$ cat src/rtl/bellek_pkg.sv
// Shared types for the memory stage: uop layout, memory op codes, FSM states.
// Helpers classify loads and stores so the stage logic stays compact.
package bellek_pkg;

  typedef enum logic [3:0] {
    NOP = 4'd0,
    LB,
    LH,
    LW,
    LBU,
    LHU,
    SB,
    SH,
    SW
  } bellek_e;

  typedef struct packed {
    logic        gecerli;
    bellek_e     bellek;
    logic [4:0]  hedef;
    logic [31:0] rd;
    logic [31:0] rs2;
  } uop_t;

  localparam int UOP_BIT = $bits(uop_t);

  localparam logic [1:0] BOSTA = 2'd0;
  localparam logic [1:0] YANIT = 2'd1;
  localparam logic [1:0] TUT   = 2'd2;
  localparam logic [1:0] ATLA  = 2'd3;

  function automatic logic yukleme_mi(bellek_e b);
    return b inside {LB, LH, LW, LBU, LHU};
  endfunction

  function automatic logic saklama_mi(bellek_e b);
    return b inside {SB, SH, SW};
  endfunction

endpackage

$ cat src/rtl/bellek_hizala.sv
// Byte-lane logic: store data replication and byte enables,
// load word extraction with sign/zero extension, alignment check.
module bellek_hizala
  import bellek_pkg::*;
(
  input  logic [3:0]  islem,
  input  logic [1:0]  ofset,
  input  logic [31:0] kaynak,
  input  logic [31:0] yanit,
  output logic [31:0] veri,
  output logic [3:0]  maske,
  output logic [31:0] sonuc,
  output logic        hizali
);

  logic [31:0] w;

  assign w = yanit >> {ofset, 3'b000};

  always_comb begin
    veri   = kaynak;
    maske  = '0;
    sonuc  = w;
    hizali = 1'b1;
    case (bellek_e'(islem))
      SB: begin
        veri  = {4{kaynak[7:0]}};
        maske = 4'b0001 << ofset;
      end
      SH: begin
        veri   = {2{kaynak[15:0]}};
        maske  = 4'b0011 << ofset;
        hizali = !ofset[0];
      end
      SW: begin
        maske  = 4'b1111;
        hizali = (ofset == 2'b00);
      end
      LB:  sonuc = {{24{w[7]}}, w[7:0]};
      LH: begin
        sonuc  = {{16{w[15]}}, w[15:0]};
        hizali = !ofset[0];
      end
      LW:  hizali = (ofset == 2'b00);
      LBU: sonuc = {24'b0, w[7:0]};
      LHU: begin
        sonuc  = {16'b0, w[15:0]};
        hizali = !ofset[0];
      end
      default: ;
    endcase
  end

endmodule

$ cat src/rtl/bellek.sv
// Memory stage: issues loads/stores over valid/ready, waits for the
// load response, and registers the finished uop toward writeback.
module bellek
  import bellek_pkg::*;
#(
  parameter int VERI_BIT  = 32,
  parameter int ADRES_BIT = 32,
  parameter int MASKE_BIT = 4
) (
  input  logic                 clk_i,
  input  logic                 rst_i,
  input  logic                 cek_bosalt_i,
  input  logic                 cek_duraklat_i,
  output logic                 duraklat_o,
  input  logic [UOP_BIT-1:0]   bellek_uop_i,
  output logic [UOP_BIT-1:0]   geri_yaz_uop_o,
  output logic                 istek_gecerli_o,
  input  logic                 istek_hazir_i,
  output logic [ADRES_BIT-1:0] istek_adres_o,
  output logic                 istek_yaz_o,
  output logic [VERI_BIT-1:0]  istek_veri_o,
  output logic [MASKE_BIT-1:0] istek_maske_o,
  input  logic                 yanit_gecerli_i,
  input  logic [VERI_BIT-1:0]  yanit_veri_i,
  output logic                 hizasiz_o,
  output logic [ADRES_BIT-1:0] hizasiz_adres_o
);

  uop_t        giris, cikis_q, cikis_d;
  uop_t        tampon_q, tampon_d;
  uop_t        yuklu, sakli;
  logic [1:0]  durum_q, durum_d;
  logic        yukle, sakla, aday, hizali, hs, hizasiz_d;
  logic [31:0] h_veri, h_sonuc;
  logic [3:0]  h_maske;

  assign giris = uop_t'(bellek_uop_i);
  assign yukle = giris.gecerli && yukleme_mi(giris.bellek);
  assign sakla = giris.gecerli && saklama_mi(giris.bellek);

  bellek_hizala u_hizala (
    .islem  (giris.bellek),
    .ofset  (giris.rd[1:0]),
    .kaynak (giris.rs2),
    .yanit  (yanit_veri_i),
    .veri   (h_veri),
    .maske  (h_maske),
    .sonuc  (h_sonuc),
    .hizali (hizali)
  );

  assign aday = (durum_q == BOSTA) && (yukle || sakla)
             && !cek_duraklat_i && !cek_bosalt_i;
  assign istek_gecerli_o = aday && hizali;
  assign hs = istek_gecerli_o && istek_hazir_i;

  // Request fields are zero whenever no request is offered.
  assign istek_adres_o = istek_gecerli_o
    ? {giris.rd[ADRES_BIT-1:2], 2'b00} : '0;
  assign istek_yaz_o   = istek_gecerli_o && sakla;
  assign istek_veri_o  = istek_gecerli_o ? h_veri : '0;
  assign istek_maske_o = istek_gecerli_o ? h_maske : '0;

  always_comb begin
    yuklu    = giris;
    yuklu.rd = h_sonuc;
    sakli    = giris;
    sakli.rd = '0;
  end

  always_comb begin
    durum_d    = durum_q;
    cikis_d    = '0;
    tampon_d   = tampon_q;
    duraklat_o = 1'b0;
    hizasiz_d  = 1'b0;
    case (durum_q)
      BOSTA: begin
        if (cek_bosalt_i || !giris.gecerli) begin
          cikis_d = '0;
        end else if (!(yukle || sakla)) begin
          cikis_d = giris;
        end else if (!hizali) begin
          hizasiz_d = !cek_duraklat_i;
        end else if (!cek_duraklat_i) begin
          duraklat_o = !(hs && sakla);
          if (hs && sakla) cikis_d = sakli;
          if (hs && yukle) durum_d = YANIT;
        end
      end
      YANIT: begin
        if (cek_bosalt_i) begin
          duraklat_o = 1'b1;
          durum_d    = yanit_gecerli_i ? BOSTA : ATLA;
        end else if (!yanit_gecerli_i) begin
          duraklat_o = 1'b1;
        end else if (!cek_duraklat_i) begin
          cikis_d = yuklu;
          durum_d = BOSTA;
        end else begin
          duraklat_o = 1'b1;
          tampon_d   = yuklu;
          durum_d    = TUT;
        end
      end
      TUT: begin
        if (cek_bosalt_i) begin
          durum_d = BOSTA;
        end else if (!cek_duraklat_i) begin
          cikis_d = tampon_q;
          durum_d = BOSTA;
        end else begin
          duraklat_o = 1'b1;
        end
      end
      default: begin
        // Hold upstream until the flushed load's response drains.
        duraklat_o = 1'b1;
        if (yanit_gecerli_i) durum_d = BOSTA;
      end
    endcase
  end

  always_ff @(posedge clk_i) begin
    if (rst_i) begin
      durum_q         <= BOSTA;
      cikis_q         <= '0;
      tampon_q        <= '0;
      hizasiz_o       <= 1'b0;
      hizasiz_adres_o <= '0;
    end else begin
      durum_q   <= durum_d;
      tampon_q  <= tampon_d;
      hizasiz_o <= hizasiz_d;
      if (!cek_duraklat_i) cikis_q <= cikis_d;
      if (hizasiz_d) hizasiz_adres_o <= giris.rd[ADRES_BIT-1:0];
    end
  end

  assign geri_yaz_uop_o = cikis_q;

endmodule

$ cat config.mk
export PLATFORM = sky130hd
export DESIGN_NAME = bellek
export DESIGN_NICKNAME = d
export VERILOG_FILES = /design/src/rtl/bellek_pkg.sv /design/src/rtl/bellek_hizala.sv /design/src/rtl/bellek.sv
export SDC_FILE = /design/constraint.sdc
export NUM_CORES = 1
export LEC_CHECK = 0
export CORE_ASPECT_RATIO = 2
export CORE_MARGIN = 1.5
export CORE_UTILIZATION = 25
export DETAILED_ROUTE_END_ITERATION = 16
export PLACE_DENSITY = 0.6
export SKIP_CTS_REPAIR_TIMING = 1
export SLEW_MARGIN = 5
export SYNTH_ARGS = -nofsm -noshare
export SYNTH_HDL_FRONTEND = slang
export SYNTH_HIERARCHICAL = 1
export SYNTH_SLANG_ARGS = --single-unit
$ cat constraint.sdc
create_clock -name clk_i -period 8.7 [get_ports clk_i]
set_input_delay 1.74 -clock clk_i [delete_from_list [all_inputs] [get_ports clk_i]]
set_output_delay 1.74 -clock clk_i [all_outputs]
set_load 0.01 [all_outputs]
==> qor.txt <==
Clock Pin Slew Worst Setup and Hold Paths - 0.07 ns
TritonCTS Buffers - 17
Final Power - 0.00189 W
Multi-input gate area - 0.00519 mm^2
vias in the first global route - 9113
area share of the largest cell type after synthesis - 38.9%
initial antenna violation count - 2
Hold Fails Final Rpt - 0
fin cells - 1813
main area contributors after synthesis - dfxtp_1 39%, nand2_1 9.2%, a21oi_1 6.3%
final net count - 1457
Area Overhead vs Synth - 37.7%
CP Data Arrival Time - 5.27 ns
# setup viols final - 0
vias - 9288
GPL Wtd Cong - 0.833
Initial Util - 25.3%
top cell family by delay on the critical path - buffers and inverters
Cells after DPL - 1781
Leak - 4.29 nW
Clock Latency Late Sink - 0.45 ns
path category of the worst min-delay check - register to register
FFs w/ async S/R, synth - 0%
number of routed nets with antenna violations - 0
Fillers - 3874
Ports - 290
DR WL/cell - 20.2 um
CP peak stage delay - 1.01 ns
Most used DFF post-synth - dfxtp_1
crit-path max FO - 35
die width - 140 um
Mapped Area - 0.00941 mm^2
pwr dens - 146 mW/mm^2
Max Fclk - 0.143 GHz
leading area contributor after synthesis - dfxtp_1
Setup crit start - bellek_uop_i[69]
Max Slew Vio Count - 0
total global-route track usage - 18.7%
H-Tree Depth - 4
Worst R2R Path Depth - 8
Worst EP required - 6.96 ns
Final Skew - 0.00845 ns
Synth warnings - 6
CTS tree - built
total grt overflow - 0
count leader, synth - nand2_1
synthesized instance count - 1141
Unique masters post-synth - 63
Max-Cap Viols - 0
top cells by count, synth - 231 x nand2_1, 183 x dfxtp_1, 118 x a21oi_1
CTS max path bufs - 2
CP Cell Sequence - clkdlybuf4s50_1 > nor2_1 > o22ai_1 > a21oi_1 > nand2_1 > nor3_4 > buf_4 > and2_1 > clkdlybuf4s50_1
Final HPWL DP - 25500 um
Hold Crit Depth - 2
PortBufs - 287
Sequential Area - 0.00366 mm^2
Post-synth EDFFs - 0
largest net degree at the start of global routing - 84
met3 Track Usage GR - 3.35%
Slew HR - 18.3%
Crit path depth - 9
Root Buffer - clkbuf_16
met2 usage - 34.8%
Via density - 5.12
Seq/Total Area, Yosys - 38.9%
CP Class - primary input to output port
RSZ-0062 raised after global routing - no
die footprint - 0.0389 mm^2
busiest grt layer - met2
status - completed
CP Buf/Inv Count - 3
DR pass1 iterations - 6
Setup crit end kind - output port
final WL - 36600 um
Min Hold Slack - 0.457 ns
initial DRC count - 684
element type at the critical path start - primary input
Synth Area per Inst - 8.24 um^2
met1 usage - 19.8%
hold_sp - tampon_q[73]$_SDFFE_PP0P_
share of cells above drive strength 1 - 6.13%
Die Ht - 277 um
FP Rows - 100
CP dominant cell by count - clkdlybuf4s50_1
min Tclk post-route - 7.01 ns
CP max-delay cell - clkdlybuf4s50_1
first-pass GRT wire length - 55200 um
R2R Path Start - durum_q[1]$_SDFFE_PP0P_
clk sinks - 183
Final Cycle Share - 80.6%
#FFs+latches synth - 183
drt drc - 0
final setup TNS - 0 ns
area of the core - 0.0372 mm^2
slew of the pin with the lowest slew margin - 1.22 ns
worst vdd rail ir drop - 0.141 mV
cells by family after synthesis:
group | after synthesis | share of synthesized area [%]
flops | 183 | 38.9
simple gates | 410 | 21.5
compound gates | 343 | 24.3
mux | 73 | 8.11
buf+inv | 126 | 6.52
fa+ha+maj | 4 | 0.532
xor+xnor | 1 | 0.0931
other cells | 1 | 0.0399
cell type report:
| type | instances | area share (%) |
|---|---|---|
| repair buffers | 300 | 22.9 |
| flip-flops and latches | 183 | 28.3 |
| clock buffers | 20 | 3.45 |
| diodes | 1 | 0.0193 |
| inverters | 6 | 0.174 |
| well taps | 459 | 4.43 |
| clock inverters | 11 | 0.695 |
| multi-input cells | 833 | 40.1 |
metrics by stage:
| step | instance area (um^2) | util [%] | worst slack, ns |
|---|---|---|---|
| final | 13000 | 34.9 | 1.69 |
| after global routing | 13000 | 34.9 | 1.36 |
| after CTS | 13000 | 34.9 | 1.60 |
| after detailed placement | 12400 | 33.4 | 1.59 |
| after global placement | 12400 | 33.4 | 1.81 |
| after floorplan | 9410 | - | 3.22 |
layer usage:
metal	vias to the layer above	share of wire, %	wire length, um
li1	4450	-	-
met1	4414	37	13600
met2	364	53	19500
met3	58	5.3	1950
met4	2	4.2	1530
met5	-	0.036	13
power breakdown:
part | switching (W) | internal, W
Sequential | 0.00000863 | 0.000853
Combinational | 0.000154 | 0.000126
Clock | 0.000367 | 0.000379
Total | 0.000529 | 0.00136
cell usage in the layout (no fill, tap or decap), drive strengths merged, types with 11 or more instances in the layout:
master / instances
a21oi: 118
a221oi: 32
a222oi: 41
and2: 68
buf: 15
clkbuf: 20
clkdlybuf4s50: 285
dfxtp: 183
inv: 11
mux2: 16
mux2i: 56
nand2: 231
nand2b: 66
nor2: 11
nor2b: 13
o21ai: 93
worst min-delay path: stages (launching register included):
cell,delay (ns)
dfxtp_1,0.31
nand2_1,0.05
a21oi_1,0.05
path summary, 6_finish.rpt:
path                               endpoint  slack, ns
hold / removal    tampon_q[73]$_SDFFE_PP0P_       0.46
setup reg to reg   tampon_q[3]$_SDFFE_PP0P_       5.78
hold reg to reg   tampon_q[73]$_SDFFE_PP0P_       0.46
setup / recovery           istek_adres_o[3]       1.69
flip-flops by register name, summed over array words and instances, names as in the netlist:
register / count
durum_q: 2
geri_yaz_uop_o: 74
hizasiz_adres_o: 32
hizasiz_o: 1
tampon_q: 74
Power figures use the tool's default switching activity.
